--- config.mk ---
export PLATFORM = sky130hd
export DESIGN_NAME = bcd_down_counter
export DESIGN_NICKNAME = d
export VERILOG_FILES = /design/src/rtl/bcd_down_counter.sv
export SDC_FILE = /design/constraint.sdc
export NUM_CORES = 1
export LEC_CHECK = 0
export ABC_AREA = 1
export CORE_MARGIN = 10
export CORE_UTILIZATION = 49
export DETAILED_ROUTE_END_ITERATION = 8
export PLACE_DENSITY = 0.93
export SLEW_MARGIN = 20
export SYNTH_ARGS = -nofsm -noshare
export SYNTH_HDL_FRONTEND = slang
export SYNTH_SLANG_ARGS = --single-unit
export TNS_END_PERCENT = 50
--- constraint.sdc ---
create_clock -name clk -period 2 [get_ports clk]
set_input_delay 0.4 -clock clk [delete_from_list [all_inputs] [get_ports clk]]
set_output_delay 0.4 -clock clk [all_outputs]
set_load 0.01 [all_outputs]
--- src/rtl/bcd_down_counter.sv ---
// Multi-digit BCD down counter with parallel load, optional wrap, terminal-count
// pulse and rejected-load flag. One bcd_digit slice per digit forms the borrow chain.

module bcd_digit (
  input  logic [3:0] d,
  input  logic       bin,
  input  logic [3:0] ld,
  output logic [3:0] dn,
  output logic       bout,
  output logic       ld_ok
);
  assign bout  = bin && (d == 4'd0);
  assign dn    = !bin ? d : ((d == 4'd0) ? 4'd9 : d - 4'd1);
  assign ld_ok = (ld <= 4'd9);
endmodule

module bcd_down_counter #(
  parameter int unsigned NUM_DIGITS = 2,
  parameter int unsigned WRAP       = 0
) (
  input  logic                    clk,
  input  logic                    reset_n,
  input  logic                    clr,
  input  logic                    load,
  input  logic [4*NUM_DIGITS-1:0] load_val,
  input  logic                    en,
  output logic [4*NUM_DIGITS-1:0] q,
  output logic                    zero,
  output logic                    tc,
  output logic                    busy,
  output logic                    load_err
);
  localparam int unsigned W = 4 * NUM_DIGITS;

  typedef enum logic [1:0] {IDLE = 2'd0, RUN = 2'd1, DONE = 2'd2} state_t;

  state_t                state, state_nxt;
  logic [NUM_DIGITS:0]   borrow;
  logic [NUM_DIGITS-1:0] ld_ok;
  logic [W-1:0]          q_dec, q_nxt;
  logic                  tc_nxt, lerr_nxt;
  logic                  load_good, count_step, hit_zero;

  assign borrow[0] = 1'b1;

  genvar g;
  generate
    for (g = 0; g < NUM_DIGITS; g++) begin : g_dig
      bcd_digit u_dig (
        .d    (q[4*g +: 4]),
        .bin  (borrow[g]),
        .ld   (load_val[4*g +: 4]),
        .dn   (q_dec[4*g +: 4]),
        .bout (borrow[g+1]),
        .ld_ok(ld_ok[g])
      );
    end
  endgenerate

  // A borrow that survives every digit means all digits are 0; decrementing
  // 0 through the chain yields all-9s, which is exactly the wrap reload.
  assign zero       = borrow[NUM_DIGITS];
  assign load_good  = &ld_ok;
  assign count_step = en && (state == RUN) && (!zero || (WRAP != 0));
  assign hit_zero   = !zero && (q_dec == '0);

  always_ff @(posedge clk or negedge reset_n) begin
    if (!reset_n) state <= IDLE;
    else          state <= state_nxt;
  end

  always_comb begin
    state_nxt = state;
    if (clr) begin
      state_nxt = IDLE;
    end else if (load) begin
      if (load_good)
        state_nxt = ((load_val == '0) && (WRAP == 0)) ? DONE : RUN;
    end else if (count_step && hit_zero && (WRAP == 0)) begin
      state_nxt = DONE;
    end
  end

  always_comb begin
    busy = (state == RUN);
  end

  always_comb begin
    q_nxt    = q;
    tc_nxt   = 1'b0;
    lerr_nxt = 1'b0;
    if (clr) begin
      q_nxt = '0;
    end else if (load) begin
      if (load_good) q_nxt    = load_val;
      else           lerr_nxt = 1'b1;
    end else if (count_step) begin
      q_nxt  = q_dec;
      tc_nxt = hit_zero;
    end
  end

  always_ff @(posedge clk or negedge reset_n) begin
    if (!reset_n) begin
      q        <= '0;
      tc       <= 1'b0;
      load_err <= 1'b0;
    end else begin
      q        <= q_nxt;
      tc       <= tc_nxt;
      load_err <= lerr_nxt;
    end
  end
endmodule

After elaboration in Yosys (flattened, before gate mapping)
Index checks and enable logic that the tools add are counted.
{ "totals": {"register_bits": 12, "in_bits": 13, "out_inout_bits": 12, "word_cells": 43} }
{ "op_classes": {"add_sub_neg": 2, "order_cmp": 2, "n_eq_ne": 2, "mux": 18, "reduce_logical": 15} }
{ "ops": {"columns": ["operator", "n"], "rows": [
  ["$mux W8", 4],
  ["$logic_not A8 Y1", 2],
  ["$mux W4", 3],
  ["$mux W2", 5],
  ["$le A4 B4 Y1 const B", 2],
  ["$logic_not A4 Y1", 2],
  ["$sub A4 B1 Y4 const B", 2],
  ["$mux W1", 6],
  ["$reduce_and A2 Y1", 3],
  ["$reduce_bool A3 Y1", 2],
  ["$logic_and A1 B1 Y1", 5],
  ["$ne A3 B2 Y1 const B", 1],
  ["$eq A2 B1 Y1 const B", 1],
  ["$logic_not A1 Y1", 1]
]} }

Longest topological paths before layout
{ "logic_depth": {"word_depth": 9, "mapped_depth": 11, "mapped_depth_nobuf": 11} }

Hierarchy
A second synthesis with hierarchy kept.
{ "unflattened": {"cells_unflattened": 142, "hier_area_um2": 924.6} }
{ "modules_own_cells": {"columns": ["module", "instances", "cells_each", "area_per_inst_um2", "seq_area_each_um2"], "rows": [
  ["bcd_down_counter", 1, 106, 739.5, 300.3],
  ["bcd_digit", 2, 18, 92.6, 0.0]
]} }

Least setup slack after synthesis
No wires, ideal clock.
{ "synth_path": {"kind": "reg-to-reg", "from": "register q[1]", "to": "register q[4]", "setup_time_ps": 118, "t_arrival_ps": 1289, "required_time_ps": 1882, "setup_slack_ps": 593, "stages_incl_launch_ff": 11, "path_buffers": 0, "period_less_slack_ps": 1407, "cell_sequence": "dfrtp_1 -> nor2_4 -> nand2_4 -> nor2_4 -> nand2_2 -> nand2_1 -> nand2_1 -> nand2_4 -> inv_4 -> nand2_1 -> o21ai_2"} }
{ "synth_via": {"elab_chain_cells": 6, "elab_cells_between_ends": 10, "cone_classes": "4 x mux; 6 x reduce/logical"} }
{ "synth_lines": {"columns": ["item", "line_no", "source"], "rows": [
  ["start: declaration", "27", "output logic [4*NUM_DIGITS-1:0] q,"],
  ["start signal: assignment", "109", "q <= q_nxt;"],
  ["$logic_not A4 Y1 *", "12", "assign bout = bin && (d == 4'd0);"],
  ["$logic_and A1 B1 Y1", "12", null],
  ["$logic_not A1 Y1", "64", "assign count_step = en && (state == RUN) && (!zero || (WRAP != 0));"],
  ["$logic_and A1 B1 Y1", "64", null],
  ["$reduce_bool A3 Y1 (no source line)", null, null],
  ["$reduce_and A2 Y1 (no source line)", null, null]
]} }
Mark *: on every way between the ends. The rest lies on a longest branch, timed or not. The select of a mux whose other input is x is not followed.
A chain may end at the register's enable or synchronous reset.

Worst setup path in the final report
{ "layout_path": {"from": "register q[4]", "to": "output port zero"} }
{ "layout_via": {"elab_chain_cells": 2} }
{ "layout_lines": {"columns": ["item", "line_no", "source"], "rows": [
  ["$logic_not A4 Y1", "12", null],
  ["$logic_and A1 B1 Y1", "12", null],
  ["end: declaration", "28", "output logic zero,"]
]} }
No other way between the ends.

==> run summary <==
Entering global routing, the biggest net connects 13 pins. Buffers placed on the I/O ports in this run total 24. Final-report hold violation count: 0. Before antenna repair, the detailed router went through 4 iterations. Leakage power total: 0.5898 nW.

In this run the power density over the cells is 747.3 nW/um2. Highest metal layer used by the detailed router: met4. The run finished with clean final reports. The most common cell after layout, fill and taps aside was nand2_1. The number of flip-flops and latches in the synthesized netlist came out at 12. Part of the total power dissipated in the clock network: 0.178. The combinational fraction of design power came out at 0.454. The number of enable-type register cells in the synthesized netlist works out to 0.

The initialized floorplan defines 14 standard-cell rows. Broken down by cell family, the worst path's largest delay share belongs to simple AND/OR/NAND/NOR gates. At the worst endpoint, the required time is 1600 ps.

Pin placement for this block handled 25 I/O pins. By area the synthesized netlist is led by dfrtp_1 36%, nand2_1 15%, inv_1 8.0%, nand2_4 4.0%, nor2_4 4.0%. The detailed placer's ending HPWL came out at 1.936 mm. The first global-routing pass estimated 4.133 mm of wire. The routed design could run at a clock period as short as 1892 ps. The area growth from synthesis to layout is 39.05%. Counting both buffers and inverters, the worst setup path holds a total of 2. The run gives 1559 um2 as the area of the placeable core. At the later pin of the worst-skew pair, clock insertion delay measures 280 ps. Share of the synthesized area in the top cell type: 0.3577. The endpoint of the lowest-slack register-to-register path is state[1]. For the number of fill cells, the log shows 115.

The root buffer cell chosen for the clock tree is clkbuf_4. The die outline area came out at 3769 um2. The tools report the count of routing violations after the opening detailed-route iteration as 37.

Startpoint kind of the worst setup timing path: a register. Measured in cells, the most critical reg-to-reg path has a length of 11. In this run the power spent charging and discharging nets is 349.5 uW. In the final layout, the multi-input gates occupy 469.2 um2.

In this run the register-to-register setup slack is 420 ps. STA classifies the critical path endpoint as an output pin. Detailed routing placed a total of 1.295 mm of wire on met2.

The worst path arrival time is 1490 ps, and the final layout net count is 164. The proportion of layout cells with a drive suffix above 1 came out at 0.2013. Setup repair after global routing left no endpoint under its margin. The overall track demand over capacity in global routing was 0.1432; the number of unique standard cell types used by synthesis was 21.

IR analysis of the VDD net gives a maximum drop of 0.0005641 V. The total negative slack was 0 ps. The tools report the sequential power share as 0.368. The signal on the critical path passes through nor2_4, nand2_1, nor2_4, nand2_2, inv_1, dlygate4sd2_1.

The tools report the post-synth net total as 130. After detailed routing, the number of remaining DRC violations is 0. The clock passes through at most 2 buffers. The library cell occupying the most area in the post-synthesis netlist was dfrtp_1. The logs give 0 for the count of max-cap constraint violations and 920 for the via count of the first global-routing pass.

For the final number of setup-violating endpoints, the log shows 0. The switching power share of the total came out at 0.4006. The slowest cell on the critical path is dfrtp_1. The via count normalized by instance count was 5.467. For the clock skew after layout, the log shows 6.978 ps. For this block, wires on met1 add up to 954 um.

Among the stages of the critical path, the cell type that occurs most often is nor2_4. The final cycle utilization of the critical path came out at 0.9460. The async set or reset register ratio after synthesis came out at 1.000. The critical path start-end classification is register to output pin. Dividing the detail-routed wire length by the instance count gives 14.96 um. Routability-driven placement finished with a final weighted congestion of 0.9413.

The maximum fanout count along the critical path was 4. Summed over all nets, wire length on met3 after detailed routing comes to 195 um. From left edge to right edge, the die measures 61.39 um.

Synthesis produced 117 cells. The worst register-to-register path begins at q[1]. The run gives 1 as the CTS H-tree depth. Clock-pin slew was measured on the worst setup and hold paths at 80 ps. Derived from the worst setup path, the maximum achievable clock frequency is 0.5286 GHz. At the pin with the least slew margin, the transition time is 558.5 ps. The fraction of the yosys area taken by sequential cells is 0.3577. The synthesized netlist occupies a cell area of 839.6 um2. The clock drives 12 sinks.

The logs give 2.469 mm for the overall routed net length and 0 for the global-route congestion overflow total. The post-synthesis average cell area came out at 7.176 um2. For this run, the leading register cell type out of synthesis is dfrtp_1. The finished cells cover 1167 um2. The count of nets left with antenna violations once routing finished came out at 0. The die is 61.39 um tall.

In this design, the stage delay of the slowest critical-path cell is 440 ps. The cell-internal power was 522.9 uW. The Yosys step of the flow raised 0 warnings. The detailed router placed 902 vias in this run.

The final-report max-slew violation count is 0. TritonCTS built the clock tree. In this run, CTS created clock tree buffers numbering 3.

The library cells used most frequently in the layout, excluding fill and tap cells, are 34 x nand2_1, 23 x clkdlybuf4s50_1, 18 x inv_1. Initial core utilization: 0.5385. The worst hold path belongs to the class input pin to async pin. For the worst max-slew margin expressed relative to the limit, the log shows 0.6265. In this run the number of cells on the critical path is 6.

Core utilization of the finished layout: 0.7488. The number of antenna diodes in the final layout is 0. The logs give 1130 um2 for the total cell area at the placement stage and 0 for the number of antenna violations at the first check in global routing. The storage element area was 301.5 um2.
==> worst max-delay path by stage <==
stage	slack, ps	endpoint	start
after detailed placement	100	zero	q[4]
after global routing	7	zero	q[4]
after floorplan	590	q[4]	q[1]
after CTS	120	zero	q[4]
final	110	zero	q[4]
after global placement	160	q[6]	clr
==> area by class of cell <==
| cell class | instances | share of cell area |
|---|---|---|
| Clock buffer | 3 | 0.01929 |
| Multi-Input combinational cell | 85 | 0.4019 |
| Tap cell | 16 | 0.01715 |
| Inverter | 20 | 0.06645 |
| Timing Repair Buffer | 29 | 0.2369 |
| Sequential cell | 12 | 0.2583 |
==> flip-flops by register name (all words and copies together) (netlist names) <==
signal    count
state         2
tc            1
load_err      1
q             8
==> layer usage <==
metal  track usage  up-vias
met5             0        -
met4       0.05732        0
met3       0.03704        3
met2        0.2559       42
met1        0.1580      422
li1              -      435
==> synth_stat cells (all sizes together) (2+ instances only) <==
cell   instances
a21oi          3
dfrtp         12
inv           20
nand2         42
nand3          5
nand4          2
nor2          14
nor3           3
o21ai          9
o22ai          4
==> through the flow <==
stage / power, mW / hold slack [ps] / cells / worst slack, ps
after global placement: 0.6855 / 455.7 / 161 / 155.5
after CTS: 0.8612 / 477.2 / 165 / 117.0
after global routing: 0.9279 / 519.3 / 165 / 7.252
after floorplan: 0.5377 / 104.4 / 117 / 592.5
after detailed placement: 0.7044 / 459.4 / 161 / 101.6
final: 0.8724 / 473.3 / 165 / 108.0
==> kinds of logic after synthesis <==
kind of cell | after synthesis | synth area share
simple gates | 67 | 0.3994
buf+inv | 20 | 0.09239
compound gates | 17 | 0.1401
flops | 12 | 0.3577
xor+xnor | 1 | 0.01043
==> power by group through the flow <==
stage                     logic [mW]  clock network (mW)  registers [mW]
final                          0.396               0.155           0.321
after global routing           0.434               0.167           0.326
after CTS                      0.393               0.150           0.318
after detailed placement       0.385                   0           0.320
after global placement         0.370                   0           0.316
after floorplan                0.211                   0           0.327
==> timing repair <==
item	4_1_cts	5_1_grt
endpoints found under the hold margin	0	0
cloned	0	0
setup endpoints to repair	1	1
setup buffers	1	0
hold buffers	0	0
resized for setup	3	1
pin swaps	1	0
Power figures use the tool's default switching activity.
